<file path="src/rtl/arb_fifo_pkg.sv">
// Shared defaults and round-robin helpers for the arbitrated FIFO bank.
// The helpers work on a fixed MAX_CH-wide vector so every channel count up to 32 can share them.
package arb_fifo_pkg;

    localparam int NUM_FIFOS_DEF = 4;
    localparam int WIDTH_DEF     = 8;
    localparam int DEPTH_DEF     = 4;
    localparam int BURST_DEF     = 2;
    localparam int TAGWIDTH_DEF  = $clog2(NUM_FIFOS_DEF);
    localparam int MAX_CH        = 32;

    function automatic int next_rr(input int ptr, input int n);
        return (ptr + 1 >= n) ? 0 : ptr + 1;
    endfunction

    // One-hot of the first set bit of vec at or above ptr, wrapping modulo n.
    function automatic logic [MAX_CH-1:0] first_set_from(input logic [MAX_CH-1:0] vec,
                                                         input int ptr,
                                                         input int n);
        logic [MAX_CH-1:0] onehot;
        logic              found;
        int                idx;
        onehot = '0;
        found  = 1'b0;
        for (int k = 0; k < MAX_CH; k++) begin
            if (k < n) begin
                idx = ptr + k;
                if (idx >= n) begin
                    idx = idx - n;
                end
                if (!found && vec[idx[4:0]]) begin
                    onehot[idx[4:0]] = 1'b1;
                    found            = 1'b1;
                end
            end
        end
        return onehot;
    endfunction

endpackage

</file>
<file path="src/rtl/circular_pointer_fifo.sv">
// Single-channel circular FIFO with wrap-bit pointers; pushes to a full FIFO
// and pops from an empty one are ignored.
module circular_pointer_fifo #(
    parameter int WIDTH = 8,
    parameter int DEPTH = 4
) (
    input  logic             clk,
    input  logic             rst,
    input  logic             push,
    input  logic             pop,
    input  logic [WIDTH-1:0] data_in,
    output logic [WIDTH-1:0] head,
    output logic             full,
    output logic             empty
);

    localparam int AW = $clog2(DEPTH);

    logic [AW:0]      wr_ptr;
    logic [AW:0]      rd_ptr;
    logic [WIDTH-1:0] mem [DEPTH];
    logic             do_push;
    logic             do_pop;

    // The extra pointer bit tells a full FIFO apart from an empty one.
    assign empty   = (wr_ptr == rd_ptr);
    assign full    = (wr_ptr[AW] != rd_ptr[AW]) && (wr_ptr[AW-1:0] == rd_ptr[AW-1:0]);
    assign do_push = push && !full;
    assign do_pop  = pop && !empty;
    assign head    = mem[rd_ptr[AW-1:0]];

    always_ff @(posedge clk or posedge rst) begin
        if (rst) begin
            wr_ptr <= '0;
            rd_ptr <= '0;
        end else begin
            if (do_push) begin
                wr_ptr <= wr_ptr + 1'b1;
            end
            if (do_pop) begin
                rd_ptr <= rd_ptr + 1'b1;
            end
        end
    end

    always_ff @(posedge clk) begin
        if (do_push) begin
            mem[wr_ptr[AW-1:0]] <= data_in;
        end
    end

endmodule

</file>
<file path="src/rtl/rr_arbiter.sv">
// Round-robin arbiter with registered pointer; ARB_HOLD_EN adds burst holding
// of up to BURST consecutive grants to one channel.
module rr_arbiter
    import arb_fifo_pkg::*;
#(
    parameter int NUM_FIFOS = NUM_FIFOS_DEF,
    parameter int TAGWIDTH  = $clog2(NUM_FIFOS)
`ifdef ARB_HOLD_EN
    ,
    parameter int BURST     = BURST_DEF
`endif
) (
    input  logic                 clk,
    input  logic                 rst,
    input  logic [NUM_FIFOS-1:0] req,
    input  logic                 advance,
    output logic [NUM_FIFOS-1:0] gnt
);

    logic [TAGWIDTH-1:0] rr_ptr;
    logic [TAGWIDTH-1:0] gnt_idx;
    logic [MAX_CH-1:0]   search;
    logic                unused_search;

    always_comb begin
        search  = first_set_from(MAX_CH'(req), int'(rr_ptr), NUM_FIFOS);
        gnt     = advance ? search[NUM_FIFOS-1:0] : '0;
        gnt_idx = '0;
        for (int i = 0; i < NUM_FIFOS; i++) begin
            if (gnt[i]) begin
                gnt_idx = TAGWIDTH'(i);
            end
        end
    end

    assign unused_search = ^search;

`ifdef ARB_HOLD_EN
    localparam int CNT_W = $clog2(BURST + 1);

    logic [CNT_W-1:0] hold_cnt;
    logic [CNT_W-1:0] cnt_next;

    // A nonzero count means rr_ptr still names the channel being held.
    always_comb begin
        cnt_next = CNT_W'(1);
        if (hold_cnt != '0 && gnt_idx == rr_ptr) begin
            cnt_next = hold_cnt + 1'b1;
        end
    end

    always_ff @(posedge clk or posedge rst) begin
        if (rst) begin
            rr_ptr   <= '0;
            hold_cnt <= '0;
        end else if (|gnt) begin
            if (int'(cnt_next) < BURST) begin
                rr_ptr   <= gnt_idx;
                hold_cnt <= cnt_next;
            end else begin
                rr_ptr   <= TAGWIDTH'(next_rr(int'(gnt_idx), NUM_FIFOS));
                hold_cnt <= '0;
            end
        end
    end
`else
    always_ff @(posedge clk or posedge rst) begin
        if (rst) begin
            rr_ptr <= '0;
        end else if (|gnt) begin
            rr_ptr <= TAGWIDTH'(next_rr(int'(gnt_idx), NUM_FIFOS));
        end
    end
`endif

endmodule

</file>
<file path="src/rtl/rr_arbitrated_fifo_bank.sv">
// NUM_FIFOS channel FIFOs drained round-robin into one registered valid/ready
// output tagged with the source channel. Optional macro: ARB_HOLD_EN (burst hold).
module rr_arbitrated_fifo_bank
    import arb_fifo_pkg::*;
#(
    parameter int NUM_FIFOS = NUM_FIFOS_DEF,
    parameter int WIDTH     = WIDTH_DEF,
    parameter int DEPTH     = DEPTH_DEF,
    parameter int TAGWIDTH  = $clog2(NUM_FIFOS),
    parameter int BURST     = BURST_DEF
) (
    input  logic                       clk,
    input  logic                       rst,
    input  logic                       push,
    input  logic [TAGWIDTH-1:0]        push_sel,
    input  logic [NUM_FIFOS*WIDTH-1:0] flat_data_in,
    input  logic                       out_ready,
    output logic                       out_valid,
    output logic [WIDTH-1:0]           data_out,
    output logic [TAGWIDTH-1:0]        out_tag,
    output logic [NUM_FIFOS-1:0]       gnt,
    output logic [NUM_FIFOS-1:0]       full,
    output logic [NUM_FIFOS-1:0]       empty,
    output logic [NUM_FIFOS-1:0]       overflow
);

    logic [WIDTH-1:0]     head [NUM_FIFOS];
    logic [NUM_FIFOS-1:0] chan_push;
    logic                 load;
    logic [WIDTH-1:0]     sel_data;
    logic [TAGWIDTH-1:0]  sel_tag;

    for (genvar i = 0; i < NUM_FIFOS; i++) begin : g_chan
        assign chan_push[i] = push && (push_sel == TAGWIDTH'(i));

        circular_pointer_fifo #(
            .WIDTH (WIDTH),
            .DEPTH (DEPTH)
        ) u_fifo (
            .clk     (clk),
            .rst     (rst),
            .push    (chan_push[i]),
            .pop     (gnt[i]),
            .data_in (flat_data_in[i*WIDTH +: WIDTH]),
            .head    (head[i]),
            .full    (full[i]),
            .empty   (empty[i])
        );
    end

    // A word moves only when the output register is free or being consumed.
    assign load = (!out_valid || out_ready) && !(&empty);

`ifdef ARB_HOLD_EN
    rr_arbiter #(
        .NUM_FIFOS (NUM_FIFOS),
        .TAGWIDTH  (TAGWIDTH),
        .BURST     (BURST)
    ) u_arb (
        .clk     (clk),
        .rst     (rst),
        .req     (~empty),
        .advance (load),
        .gnt     (gnt)
    );
`else
    localparam int unused_burst = BURST;

    rr_arbiter #(
        .NUM_FIFOS (NUM_FIFOS),
        .TAGWIDTH  (TAGWIDTH)
    ) u_arb (
        .clk     (clk),
        .rst     (rst),
        .req     (~empty),
        .advance (load),
        .gnt     (gnt)
    );
`endif

    always_comb begin
        sel_data = '0;
        sel_tag  = '0;
        for (int i = 0; i < NUM_FIFOS; i++) begin
            if (gnt[i]) begin
                sel_data = head[i];
                sel_tag  = TAGWIDTH'(i);
            end
        end
    end

    always_ff @(posedge clk or posedge rst) begin
        if (rst) begin
            out_valid <= 1'b0;
            data_out  <= '0;
            out_tag   <= '0;
        end else if (load) begin
            out_valid <= 1'b1;
            data_out  <= sel_data;
            out_tag   <= sel_tag;
        end else if (out_ready) begin
            out_valid <= 1'b0;
        end
    end

    // A drop is flagged even if the channel pops in the same cycle.
    always_ff @(posedge clk or posedge rst) begin
        if (rst) begin
            overflow <= '0;
        end else begin
            overflow <= overflow | (chan_push & full);
        end
    end

endmodule
</file>
<file path="config.mk">
export PLATFORM = sky130hd
export DESIGN_NAME = rr_arbitrated_fifo_bank
export DESIGN_NICKNAME = d
export VERILOG_FILES = /design/src/rtl/arb_fifo_pkg.sv /design/src/rtl/circular_pointer_fifo.sv /design/src/rtl/rr_arbiter.sv /design/src/rtl/rr_arbitrated_fifo_bank.sv
export SDC_FILE = /design/constraint.sdc
export NUM_CORES = 1
export LEC_CHECK = 0
export ABC_AREA = 1
export BUFFER_PORTS_ARGS = -buffer_cell sky130_fd_sc_hd__buf_4
export CORE_AREA = 4 4 141 210
export DETAILED_ROUTE_END_ITERATION = 12
export DIE_AREA = 0 0 145 214
export GPL_ROUTABILITY_DRIVEN = 0
export HOLD_SLACK_MARGIN = 0.12
export PLACE_DENSITY = 0.48
export SLEW_MARGIN = 20
export SYNTH_ARGS = -nofsm -noshare
export SYNTH_HDL_FRONTEND = slang
export SYNTH_SLANG_ARGS = --single-unit
</file>
<file path="constraint.sdc">
create_clock -name clk -period 3.05 [get_ports clk]
set_input_delay 0.915 -clock clk [delete_from_list [all_inputs] [get_ports clk]]
set_output_delay 0.915 -clock clk [all_outputs]
set_load 0.02 [all_outputs]
</file>
==> impl_results.md <==
* Crit-path cells: xnor2_4 -> nand3_4 -> nand2_4 -> nand2_2 -> nand2_2 -> nand2_4 -> nor2_4 -> nand3_4 -> nand3_4 -> nand2_4 -> clkinv_4 -> buf_6
* Final period util at 1.01
* Setup violators final at 4
* Finished Core Util at 0.364
* Setup Skew at roughly 0.01 ns
* Number of global-route vias before repair at 5,698
* Max clock buf depth at 2
* Final wirelength at 20,100 um
* Top FF cell, synth: edfxtp_1
* Startpoint type of the worst setup path: flop
* H-tree levels at 4
* Reg-to-reg slack, setup at ~0.66 ns
* Routed vias at 5,579
* Critical path's slowest cell: dfrtp_2
* Mean Syn Cell Area at 10.9 um2
* Count leader, synth: edfxtp_1
* First-pass GRT wire length at roughly 32,000 um
* Initial Util at 0.285
* Tightest Pin Transition at 0.520 ns
* Tmin final at 3.09 ns
* Leak pwr at 4.24 nW
* Die height at about 210 um
* Pre-CTS WS at 0.191 ns
* CP required at 2.13 ns
* Setup_tns at -0.147 ns
* DRT iter0 DRCs at 278
* Fin worst setup slack at -0.0433 ns
* Syn nets at 794
* RSZ-0062 raised after global routing: yes
* HPWL after DPL at 14,300 um
* Commonest cells post-synth: 128 x edfxtp_1, 124 x nand2_1, 84 x nor2_1
* Cts hold-fix bufs at 0
* Register area share after synthesis at 0.614
* CP arrival at 2.18 ns
* Count of input and output buffers at 64
* WL/cell at 16.4 um
* Placed cells at 1,149
* Gate Count Post-Synth at 729
* Skew-Pair Late Insertion Delay at 0.45 ns
* Drt via density at between 4 and 5
* Non-Filler Instances at 1,229
* Synth top area share at 0.484
* Core area at between 0.02 and 0.03 mm2
* Antenna Cells at 0
* Overall Global Routing Usage at 0.132
* Largest stage delay on the critical path at ~0.44 ns
* Status: complete, but fails checks
* Horiz. Die Dim at approximately 150 um
* Gr ovfl total at 0
* FMAX at about 0.32 GHz
* Critical path peak fanout at 4
* TritonCTS clock tree: built
* Nets at 935
* Largest net degree at the start of global routing at 24
* Antenna violations before repair at 0
* Peak VDD IR at 0.536 mV
* Max Cap Violations at 0
* Pwr/cell area at 1060 mW/mm2
* Setup crit end kind: output port
* Rel. slew slack at 0.651
* Clk sink count at 169
* Setup Crit Path Kind: flop to output port
* Clock slew at reported path FFs at 0.07 ns
* Failing checks: negative setup slack
* Synth Register Bits at around 170
* Hold Fails Final Rpt at 0
* Fraction of registers with async set or reset after synthesis at 0.243
* Yosys warns at 0
* Antenna Violating Nets Remaining at 0
* Syn Std Cell Area at 0.00794 mm2
* I/O pin total at 65
* Row count at 75
* Max Slew Vio Count at 0
* Share of cells above drive strength 1 at 0.328
* P&R area growth vs syn at 27.8%
* Worst hold path class: flop to flop
* DRC at 0
* Drt pass-1 iters at 4
* Clk root buf: clkbuf_16
* Top post-synthesis cells by area: edfxtp_1 48%, dfrtp_1 13%, nand2_1 5.9%, ha_1 4.3%, nor2_1 4.0%
* Distinct cells, synth at 38
* CTS Buf Count at 17
* Synth area leader: edfxtp_1
* EDFF count, synth at 128
* Die area at 0.0310 mm2
## placed cells by master, fill, tap and decap left out, types with 7 or more instances in the layout
cell type / n
nand3_2: 7
xor2_1: 16
buf_4: 151
clkbuf_16: 17
dfrtp_1: 35
a21oi_1: 15
nand2_1: 100
nand3_1: 33
nand2_2: 29
edfxtp_1: 128
o22ai_1: 21
a32o_1: 8
nand3_4: 8
inv_4: 7
inv_2: 17
ha_1: 25
nor2_1: 84
inv_1: 46
nand2_4: 14
o21ai_1: 7
o21ai_0: 55
## timing repair
| item | in CTS | in global routing |
|---|---|---|
| endpoints found under the hold margin | 0 | 0 |
| pin swaps | 17 | 22 |
| gates cloned | 0 | 0 |
| setup buffers | 30 | 18 |
| setup endpoints to repair | 4 | 4 |
| gates resized for setup | 61 | 11 |
## critical path, delay by kind of cell, from the launching register on
kind | cells | cell delay (ns)
DFF | 1 | 0.44
xor gates and xnor gates | 1 | 0.20
buffers and inverters | 2 | 0.18
and+or+nand+nor | 9 | 0.90
## registers in the layout, summed over array words and instances, names as in the netlist
signal / count
g_chan.u_fifo.mem: 128
g_chan.u_fifo.rd_ptr: 12
g_chan.u_fifo.wr_ptr: 12
data_out: 8
overflow: 4
out_tag: 2
u_arb.rr_ptr: 2
out_valid: 1
## per-layer routing
layer | wire [um] | global-route usage | vias up | share of wire
met5 | 0 | 0 | - | 0
met4 | 865 | 0.0700 | 0 | 0.043
met3 | 620 | 0.0305 | 39 | 0.031
met2 | 10400 | 0.234 | 99 | 0.52
met1 | 8250 | 0.148 | 2686 | 0.41
li1 | - | - | 2755 | -
## logic make-up (layout without fill, tap and decap cells)
kind of cell / count (synthesis) / after routing / share of synthesized area
XOR/XNOR: 17 / 17 / 0.0197
buffers and inverters: 105 / 259 / 0.0637
AND/OR/NAND/NOR: 293 / 293 / 0.173
flip-flops: 169 / 169 / 0.614
AO/OA/AOI/OAI: 118 / 118 / 0.0872
adder cells (fa/ha/maj): 27 / 27 / 0.0426
## metrics by stage
stage	total power, W	hold WS [ns]	instance area, um2
CTS	0.0106	0.469	9970
global placement	0.00772	0.445	8950
finish	0.0107	0.461	10100
global route	0.0115	0.489	10100
detailed placement	0.00773	0.451	8950
floorplan	0.00627	0.463	7940
## final cells by class
class / count / area (um2)
fillers: 2722 / 17700
flip-flops and latches: 169 / 4880
multi-input cells: 455 / 2750
repair buffers: 155 / 1180
well taps: 346 / 433
clock buffers: 17 / 425
inverters: 72 / 298
clock inverters: 15 / 181
## path summary, 6_finish.rpt
kind / from / end / depth (start not counted)
setup / recovery: g_chan[2].u_fifo.rd_ptr[0] / gnt[1] / 12
setup reg to reg: g_chan[2].u_fifo.rd_ptr[0] / data_out[4] / 15
hold reg to reg: overflow[3] / overflow[3] / 1
max in group asynchronous: rst / g_chan[3].u_fifo.rd_ptr[1] / 3
min in group asynchronous: rst / overflow[1] / 2
hold / removal: overflow[3] / overflow[3] / 1
## power breakdown
part | switching [W] | internal, W | leakage [nW]
clock network | 0.00102 | 0.00118 | 0.299
registers | 0.000259 | 0.00286 | 1.63
logic | 0.00328 | 0.00214 | 2.31
Note: power is estimated with default switching activity, not from simulation.
